**src/rtl/pipelined_prefix_adder_pkg.sv**
```systemverilog
// Shared types and elaboration-time helpers for the pipelined Kogge-Stone adder.
package prefix_adder_pkg;

  typedef struct packed {
    logic p;
    logic g;
  } pg_t;

  typedef enum logic {
    OP_ADD = 1'b0,
    OP_SUB = 1'b1
  } op_t;

  function automatic int unsigned log2w(input int unsigned n);
    int unsigned r;
    r = 0;
    for (int unsigned v = n; v > 1; v = v >> 1) r++;
    return r;
  endfunction

  function automatic int unsigned num_prefix_stages(input int unsigned w, input int unsigned lps);
    return (log2w(w) + lps - 1) / lps;
  endfunction

  function automatic int unsigned pipe_latency(input int unsigned w, input int unsigned lps);
    return num_prefix_stages(w, lps) + 2;
  endfunction

endpackage

```
**src/rtl/pipelined_prefix_adder_if.sv**
```systemverilog
// Operand/result handshake bundle; the adder takes the slave view.
interface pipelined_prefix_adder_if #(
  parameter int unsigned WIDTH = 32
);
  logic             in_valid;
  logic             in_ready;
  logic [WIDTH-1:0] a;
  logic [WIDTH-1:0] b;
  logic             c_in;
  logic             op_sub;
  logic             out_valid;
  logic             out_ready;
  logic [WIDTH-1:0] sum;
  logic             c_out;
  logic             overflow;
  logic             zero;

  modport slave (
    input  in_valid, a, b, c_in, op_sub, out_ready,
    output in_ready, out_valid, sum, c_out, overflow, zero
  );

  modport master (
    output in_valid, a, b, c_in, op_sub, out_ready,
    input  in_ready, out_valid, sum, c_out, overflow, zero
  );
endinterface

```
**src/rtl/pipelined_prefix_adder_level.sv**
```systemverilog
// One combinational Kogge-Stone level; index 0 holds the carry-in as bit -1.
module prefix_level
  import prefix_adder_pkg::*;
#(
  parameter int unsigned WIDTH    = 32,
  parameter int unsigned DISTANCE = 1
) (
  input  pg_t [WIDTH:0] pg_i,
  output pg_t [WIDTH:0] pg_o
);

  always_comb begin
    pg_o = pg_i;
    for (int unsigned j = DISTANCE; j <= WIDTH; j++) begin
      pg_o[j].g = pg_i[j].g | (pg_i[j].p & pg_i[j-DISTANCE].g);
      pg_o[j].p = pg_i[j].p & pg_i[j-DISTANCE].p;
    end
  end

endmodule

```
**src/rtl/pipelined_prefix_adder.sv**
```systemverilog
// Pipelined Kogge-Stone adder/subtractor with per-stage valid bits and
// collapsing bubbles; in_ready is combinational through the valid chain.
module pipelined_prefix_adder
  import prefix_adder_pkg::*;
#(
  parameter int unsigned WIDTH            = 32,
  parameter int unsigned LEVELS_PER_STAGE = 2
) (
  input  logic                      clk,
  input  logic                      rst,
  pipelined_prefix_adder_if.slave   bus
);

  localparam int unsigned LOG2W = log2w(WIDTH);
  localparam int unsigned NPS   = num_prefix_stages(WIDTH, LEVELS_PER_STAGE);
  localparam int unsigned LAST  = NPS + 1;

  logic [LAST:0]    vld_q;
  logic [LAST:0]    load;
  pg_t  [WIDTH:0]   pg_q  [NPS+1];
  logic [WIDTH-1:0] p_q   [NPS+1];
  pg_t  [WIDTH:0]   lvl_o [LOG2W];
  pg_t  [WIDTH:0]   grp_d [NPS];
  pg_t  [WIDTH:0]   pg0_d;

  op_t              op;
  logic [WIDTH-1:0] b_eff;
  logic             cin_eff;
  logic [WIDTH:0]   carry;

  logic [WIDTH-1:0] sum_q, sum_d;
  logic             c_out_q, c_out_d;
  logic             ovf_q, ovf_d;
  logic             zero_q, zero_d;

  // Stage k may load if any stage at or after it is empty, or the consumer takes the result.
  always_comb begin
    logic acc;
    load = '0;
    acc  = bus.out_ready;
    for (int unsigned i = 0; i <= LAST; i++) begin
      acc             = acc | ~vld_q[LAST-i];
      load[LAST-i]    = acc;
    end
  end

  always_comb begin
    op      = bus.op_sub ? OP_SUB : OP_ADD;
    b_eff   = (op == OP_SUB) ? ~bus.b : bus.b;
    cin_eff = (op == OP_SUB) ? 1'b1 : bus.c_in;
    pg0_d   = '0;
    pg0_d[0].p = 1'b0;
    pg0_d[0].g = cin_eff;
    for (int unsigned i = 0; i < WIDTH; i++) begin
      pg0_d[i+1].p = bus.a[i] ^ b_eff[i];
      pg0_d[i+1].g = bus.a[i] & b_eff[i];
    end
  end

  for (genvar k = 0; k < LOG2W; k++) begin : g_lvl
    pg_t [WIDTH:0] lvl_in;
    if ((k % LEVELS_PER_STAGE) == 0) begin : g_from_reg
      assign lvl_in = pg_q[k / LEVELS_PER_STAGE];
    end else begin : g_from_lvl
      assign lvl_in = lvl_o[k-1];
    end
    prefix_level #(
      .WIDTH    (WIDTH),
      .DISTANCE (1 << k)
    ) u_level (
      .pg_i (lvl_in),
      .pg_o (lvl_o[k])
    );
  end

  for (genvar s = 1; s <= NPS; s++) begin : g_grp
    localparam int unsigned TOP = ((s * LEVELS_PER_STAGE) < LOG2W) ? (s * LEVELS_PER_STAGE) : LOG2W;
    assign grp_d[s-1] = lvl_o[TOP-1];
  end

  // Position WIDTH spans only bits W-1..0 after LOG2W levels, so fold the carry-in
  // once more; lower positions already include it and have P=0.
  always_comb begin
    carry = '0;
    for (int unsigned j = 0; j <= WIDTH; j++) begin
      carry[j] = pg_q[NPS][j].g | (pg_q[NPS][j].p & pg_q[NPS][0].g);
    end
    sum_d   = p_q[NPS] ^ carry[WIDTH-1:0];
    c_out_d = carry[WIDTH];
    ovf_d   = carry[WIDTH-1] ^ carry[WIDTH];
    zero_d  = (sum_d == '0);
  end

  always_ff @(posedge clk) begin
    if (rst) begin
      vld_q   <= '0;
      sum_q   <= '0;
      c_out_q <= 1'b0;
      ovf_q   <= 1'b0;
      zero_q  <= 1'b0;
      for (int unsigned s = 0; s <= NPS; s++) begin
        pg_q[s] <= '0;
        p_q[s]  <= '0;
      end
    end else begin
      if (load[0]) vld_q[0] <= bus.in_valid;
      if (load[0] && bus.in_valid) begin
        pg_q[0] <= pg0_d;
        p_q[0]  <= bus.a ^ b_eff;
      end
      for (int unsigned s = 1; s <= NPS; s++) begin
        if (load[s]) vld_q[s] <= vld_q[s-1];
        if (load[s] && vld_q[s-1]) begin
          pg_q[s] <= grp_d[s-1];
          p_q[s]  <= p_q[s-1];
        end
      end
      if (load[LAST]) vld_q[LAST] <= vld_q[NPS];
      if (load[LAST] && vld_q[NPS]) begin
        sum_q   <= sum_d;
        c_out_q <= c_out_d;
        ovf_q   <= ovf_d;
        zero_q  <= zero_d;
      end
    end
  end

  assign bus.in_ready  = load[0] & ~rst;
  assign bus.out_valid = vld_q[LAST];
  assign bus.sum       = sum_q;
  assign bus.c_out     = c_out_q;
  assign bus.overflow  = ovf_q;
  assign bus.zero      = zero_q;

endmodule

```
**src/flat_wrapper.sv**
```systemverilog
// flat-port wrapper written by rule: the top's interface ports become plain ports
module pipelined_prefix_adder_flat import prefix_adder_pkg::*;
#(
  parameter int unsigned WIDTH            = 32,
  parameter int unsigned LEVELS_PER_STAGE = 2
)
  (clk, rst, bus_in_valid, bus_a, bus_b, bus_c_in, bus_op_sub, bus_out_ready, bus_in_ready, bus_out_valid, bus_sum, bus_c_out, bus_overflow, bus_zero);
  pipelined_prefix_adder_if #(.WIDTH(WIDTH)) bus_i ();
  input  logic clk;
  input  logic rst;
  input wire logic [$bits(bus_i.in_valid)-1:0] bus_in_valid;
  input wire logic [$bits(bus_i.a)-1:0] bus_a;
  input wire logic [$bits(bus_i.b)-1:0] bus_b;
  input wire logic [$bits(bus_i.c_in)-1:0] bus_c_in;
  input wire logic [$bits(bus_i.op_sub)-1:0] bus_op_sub;
  input wire logic [$bits(bus_i.out_ready)-1:0] bus_out_ready;
  output wire logic [$bits(bus_i.in_ready)-1:0] bus_in_ready;
  output wire logic [$bits(bus_i.out_valid)-1:0] bus_out_valid;
  output wire logic [$bits(bus_i.sum)-1:0] bus_sum;
  output wire logic [$bits(bus_i.c_out)-1:0] bus_c_out;
  output wire logic [$bits(bus_i.overflow)-1:0] bus_overflow;
  output wire logic [$bits(bus_i.zero)-1:0] bus_zero;
  assign bus_i.in_valid = bus_in_valid;
  assign bus_i.a = bus_a;
  assign bus_i.b = bus_b;
  assign bus_i.c_in = bus_c_in;
  assign bus_i.op_sub = bus_op_sub;
  assign bus_i.out_ready = bus_out_ready;
  assign bus_in_ready = bus_i.in_ready;
  assign bus_out_valid = bus_i.out_valid;
  assign bus_sum = bus_i.sum;
  assign bus_c_out = bus_i.c_out;
  assign bus_overflow = bus_i.overflow;
  assign bus_zero = bus_i.zero;
  pipelined_prefix_adder #(.WIDTH(WIDTH), .LEVELS_PER_STAGE(LEVELS_PER_STAGE)) u_core (.clk(clk), .rst(rst), .bus(bus_i));
endmodule
```
**config.mk**
```make
export PLATFORM = sky130hd
export DESIGN_NAME = pipelined_prefix_adder_flat
export DESIGN_NICKNAME = d
export VERILOG_FILES = /design/src/rtl/pipelined_prefix_adder_pkg.sv /design/src/rtl/pipelined_prefix_adder_if.sv /design/src/rtl/pipelined_prefix_adder_level.sv /design/src/rtl/pipelined_prefix_adder.sv /design/src/flat_wrapper.sv
export SDC_FILE = /design/constraint.sdc
export NUM_CORES = 1
export LEC_CHECK = 0
export BUFFER_PORTS_ARGS = -buffer_cell sky130_fd_sc_hd__clkbuf_2
export CORE_MARGIN = 2
export CORE_UTILIZATION = 54
export CTS_CLUSTER_SIZE = 30
export DETAILED_ROUTE_END_ITERATION = 7
export PLACE_DENSITY = 0.75
export SETUP_SLACK_MARGIN = 0.3
export SLEW_MARGIN = 25
export SYNTH_ARGS = -nofsm -noshare
export SYNTH_HDL_FRONTEND = slang
export SYNTH_SLANG_ARGS = --single-unit
```
**constraint.sdc**
```tcl
create_clock -name clk -period 4.8 [get_ports clk]
set_clock_uncertainty 0.15 [all_clocks]
set_input_delay 1.44 -clock clk [delete_from_list [all_inputs] [get_ports clk]]
set_output_delay 1.44 -clock clk [all_outputs]
set_load 0.05 [all_outputs]
```
* After elaboration in Yosys (flattened, before gate mapping) *
Memory sizes are Yosys's and may differ from the RTL's.
Index checks and enable logic that the tools add are counted.

storage, ports and cells
  input bits = 70
  RAM bits = 392
  memories kept = 2
  bits in registers = 40

memories
  name         words  bits a word  read ports  clocked after Yosys merged registers in  write ports  line                          source
  u_core.pg_q  4      66           4           0                                        4            pipelined_prefix_adder.sv:20  pg_t [WIDTH:0] pg_q [NPS+1];
  u_core.p_q   4      32           4           0                                        4            pipelined_prefix_adder.sv:21  logic [WIDTH-1:0] p_q [NPS+1];

operators by class
  reductions and logical operators = 6
  bitwise gates (word level) = 556
  mux-type cells = 25

operators by type and width
  operator           number
  $and 1x1->1        334
  $mux 66            4
  $or 1x1->1         180
  $mux 32            5
  $xor 32x32->32     2
  $xor 1x1->1        33
  $logic_not 32->1   1
  $not 32->32        1
  $mux 1             16
  $not 1->1          6
  $logic_and 1x1->1  5

* Logic depth before layout (Yosys ltp) *
  word-level depth = 11
  depth in mapped cells = 7
  mapped depth without buffers = 4

* By module *
From an unflattened synthesis, not the netlist that was laid out.

unflattened totals
  cells, all modules = 1423
  area total of the unflattened synthesis = 18256.3 um2

by module, submodules not included
  module                                  seq. area each (um2)  area each (um2)  times used  cells each
  pipelined_prefix_adder                  11551.1               15915.3          1           1093
  prefix_level (u_core.g_lvl[3].u_level)  0.0                   480.5            1           66
  prefix_level (u_core.g_lvl[4].u_level)  0.0                   476.7            1           66
  prefix_level (u_core.g_lvl[2].u_level)  0.0                   465.4            1           66
  prefix_level (u_core.g_lvl[1].u_level)  0.0                   460.4            1           66
  prefix_level (u_core.g_lvl[0].u_level)  0.0                   457.9            1           66

* Worst setup path after synthesis *
Ideal clock, no wire load.

  kind = input to register
  start point = input rst
  end point = memory u_core.p_q[1][0], in the netlist u_core.p_q[0][32], enable pin
  data arrival time = 4053 ps
  stages = 3
  library setup time = 456 ps
  data required time = 4194 ps
  path buffers = 2
  slack = 141 ps
  cell sequence = clkbuf_1 > clkbuf_1 > or2b_1

RTL lines
  element      line                          source
  from (decl)  flat_wrapper.sv:10            input logic rst;
  to (decl)    pipelined_prefix_adder.sv:21

* Worst setup path after layout *
  start point = input bus_out_ready
  end point = output bus_in_ready

on the way
  cells in the longest elaborated chain, start to end = 6

RTL lines
  element                  line                           source
  from (decl)              flat_wrapper.sv:16             input wire logic [$bits(bus_i.out_ready)-1:0] bus_out_ready;
  $or 1x1->1 (5 in a row)  pipelined_prefix_adder.sv:42   acc = acc | ~vld_q[LAST-i];
  $and 1x1->1              pipelined_prefix_adder.sv:128  assign bus.in_ready = load[0] & ~rst;
  to (decl)                flat_wrapper.sv:17             output wire logic [$bits(bus_i.in_ready)-1:0] bus_in_ready;

No other way between the ends.

==> out/results.ini <==
[setup_path]
r2r_start=u_core.vld_q[3]
slowest_stage=nor2b_1
endpoint_kind=output port
required_ns=3.21
path_buf_inv=2
worstPathCellList=clkbuf_2 > nor2b_1 > nand4_1 > nor2b_1 > clkbuf_2
path_class=input port to output port
crit_arrival_ns=2.41
cp_top_family=simple AND/OR/NAND/NOR gates
crit_path_max_incr_delay_ns=0.29
critPathLaunchType=input port
crit_fanout=4
reg2reg_to=u_core.pg_q[2][43]
reg2regPathDepth=4
r2r_slack_ns=2.52

[logic_synthesis]
synth_cell_types=42
async_flop_share=0
syn_area_per_cell_um2=13.3
synth_ff_type=edfxtp_1
synth_nets=1210
yosysSeqAreaShare=0.678
syn_inst=1108
synth_edf_count=307
yosysWarnings=0
synth_seq_cells=347
synth_area_mm2=0.0148

[status]
status=finished, final reports clean

[floorplan]
core_area_mm2=0.0270
dieWidth_um=169
start_util=0.549
chipHeight_um=169
io_pins=107
rows=60
die-area_mm2=0.0287

[cts]
post-cts-setup-buffers=0
htree_levels=2
cts.sinks=347
numCtsBuffers=34
clk_pin_slew_ns=0.06
cts_root_buf=clkbuf_16
clockBufferDepth=3
clock_latency_ns=0.51
postCtsHoldBufs=0
cts_resized=0
cts_tree=done

[sta]
tns_ns=0
rsz0062_at_grt=no
finalWorstSetupSlack_ns=0.796
maxSlewViolCount=0
finalHoldWorstSlack_ns=0.347
finalCritPeriodShare=0.834
timing.fmax_ghz=0.250
hold_violations=0
timing.slew.headroom=0.386
max_slew.worst_pin.slew_ns=0.917
period_needed_ns=4.00
setup_viol=0

[min_path]
hold_depth=2
hold_path.class=register to register
hold_end=u_core.bus.sum[28]
hp-start=u_core.bus.sum[28]

[route]
antenna_left=0
wl_um=25900
drcViolationCount=0
vias=8289
dr.pass1.iters=5
drtIter0Drc=670
vias_per_cell=5.24
wl_per_cell_um=16.4

[global_route]
grt_pass1_wl_um=42600
grt_max_degree=67
grt.total_usage=0.189
grt_overflow=0
antenna_found_initial=0
grt_pass1_vias=8178

[place]
post-place-ws_ns=0.769
placed_area_mm2=0.0157
gp_congestion=0.872
port_buffers=106
dp_hpwl_um=18900
dpl.cell_count=1523

[final_layout]
final_core_util=0.621
areaGrowthSynthToFinish_pct=13.1
nets=1320
final_cell_mix=edfxtp_1, and2_1, clkbuf_2
stdcell_area_mm2=0.0167
layout_commonest_cell=edfxtp_1
instances_no_fill=1581
final_layout_size_suffix_gt1_frac=0.159
diodes=0

[power_and_ir_drop]
p_leak_nw=6.45
fin_total_pwr_mw=6.49
ir_worst_vdd_v=0.000209
p_per_area_mw_per_mm2=388

[job]
drv_cap=0

-- worst min-delay path, stage by stage (launching register included) --
cell	delay [ns]
dfxtp_1	0.31
nor2_1	0.09
a211oi_1	0.05
-- synth_stat cells, types with 2 or more instances --
cell | count | area share
a211oi_1 | 31 | 0.016
a21o_1 | 38 | 0.019
a21oi_1 | 76 | 0.026
and2_1 | 204 | 0.086
and3_1 | 6 | 0.0025
buf_1 | 5 | 0.0013
buf_2 | 6 | 0.0020
buf_6 | 4 | 0.0030
clkbuf_1 | 24 | 0.0061
clkbuf_2 | 8 | 0.0027
dfxtp_1 | 40 | 0.054
edfxtp_1 | 307 | 0.62
ha_1 | 32 | 0.027
inv_1 | 6 | 0.0015
mux2i_1 | 2 | 0.0014
nand2_1 | 49 | 0.012
nand3_1 | 17 | 0.0058
nand3b_1 | 2 | 0.0010
nand4_1 | 8 | 0.0034
nor2_1 | 96 | 0.024
nor2b_1 | 3 | 0.0013
nor3_1 | 16 | 0.0054
nor3_2 | 17 | 0.012
nor3b_1 | 3 | 0.0015
o21a_1 | 15 | 0.0076
o21ai_0 | 14 | 0.0047
xnor2_1 | 32 | 0.019
xor2_1 | 33 | 0.020
-- logic make-up after synthesis --
family,synth area share
and+or+nand+nor,0.160
DFF,0.678
AOI/OAI and AO/OA,0.0765
xor gates and xnor gates,0.0385
buffers and inverters,0.0190
adders and majority gates,0.0271
muxes,0.00135
-- layout make-up --
cell class / count / area [um2]
Clock buffer: 41 / 898
Timing Repair Buffer: 123 / 683
Fill cell: 2054 / 10200
Tap cell: 341 / 427
Sequential cell: 347 / 10000
Multi-Input combinational cell: 706 / 4520
Clock inverter: 17 / 160
Inverter: 6 / 22.5
-- sequential cells by signal, indices dropped and copies added (netlist names) --
signal	flops
u_core.pg_q	180
u_core.bus.overflow	1
u_core.p_q	127
u_core.bus.zero	1
u_core.bus.sum	32
u_core.vld_q	5
u_core.bus.c_out	1
-- per-layer routing --
metal | vias to the layer above | GRT usage | wire length [um]
met4 | 0 | 0.0650 | 793
met3 | 51 | 0.0266 | 1410
met1 | 3821 | 0.272 | 11900
met5 | - | 0 | 0
met2 | 230 | 0.298 | 11800
li1 | 4187 | - | -
-- how the worst max path moves through the flow --
stage / from / endpoint / slack [ns] / depth (start not counted)
floorplan: rst / u_core.p_q[0][100] / 0.56 / 3
global placement: bus_out_ready / bus_in_ready / 0.83 / 5
detailed placement: bus_out_ready / bus_in_ready / 0.77 / 5
CTS: bus_out_ready / bus_in_ready / 0.78 / 5
global route: bus_out_ready / bus_in_ready / 0.71 / 5
finish: bus_out_ready / bus_in_ready / 0.80 / 5
-- power by group --
part,internal (mW),switching [mW]
Sequential,3.46,0.112
Combinational,0.147,0.243
Clock,1.49,1.03
Total,5.10,1.39
Note: power is estimated with default switching activity, not from simulation.
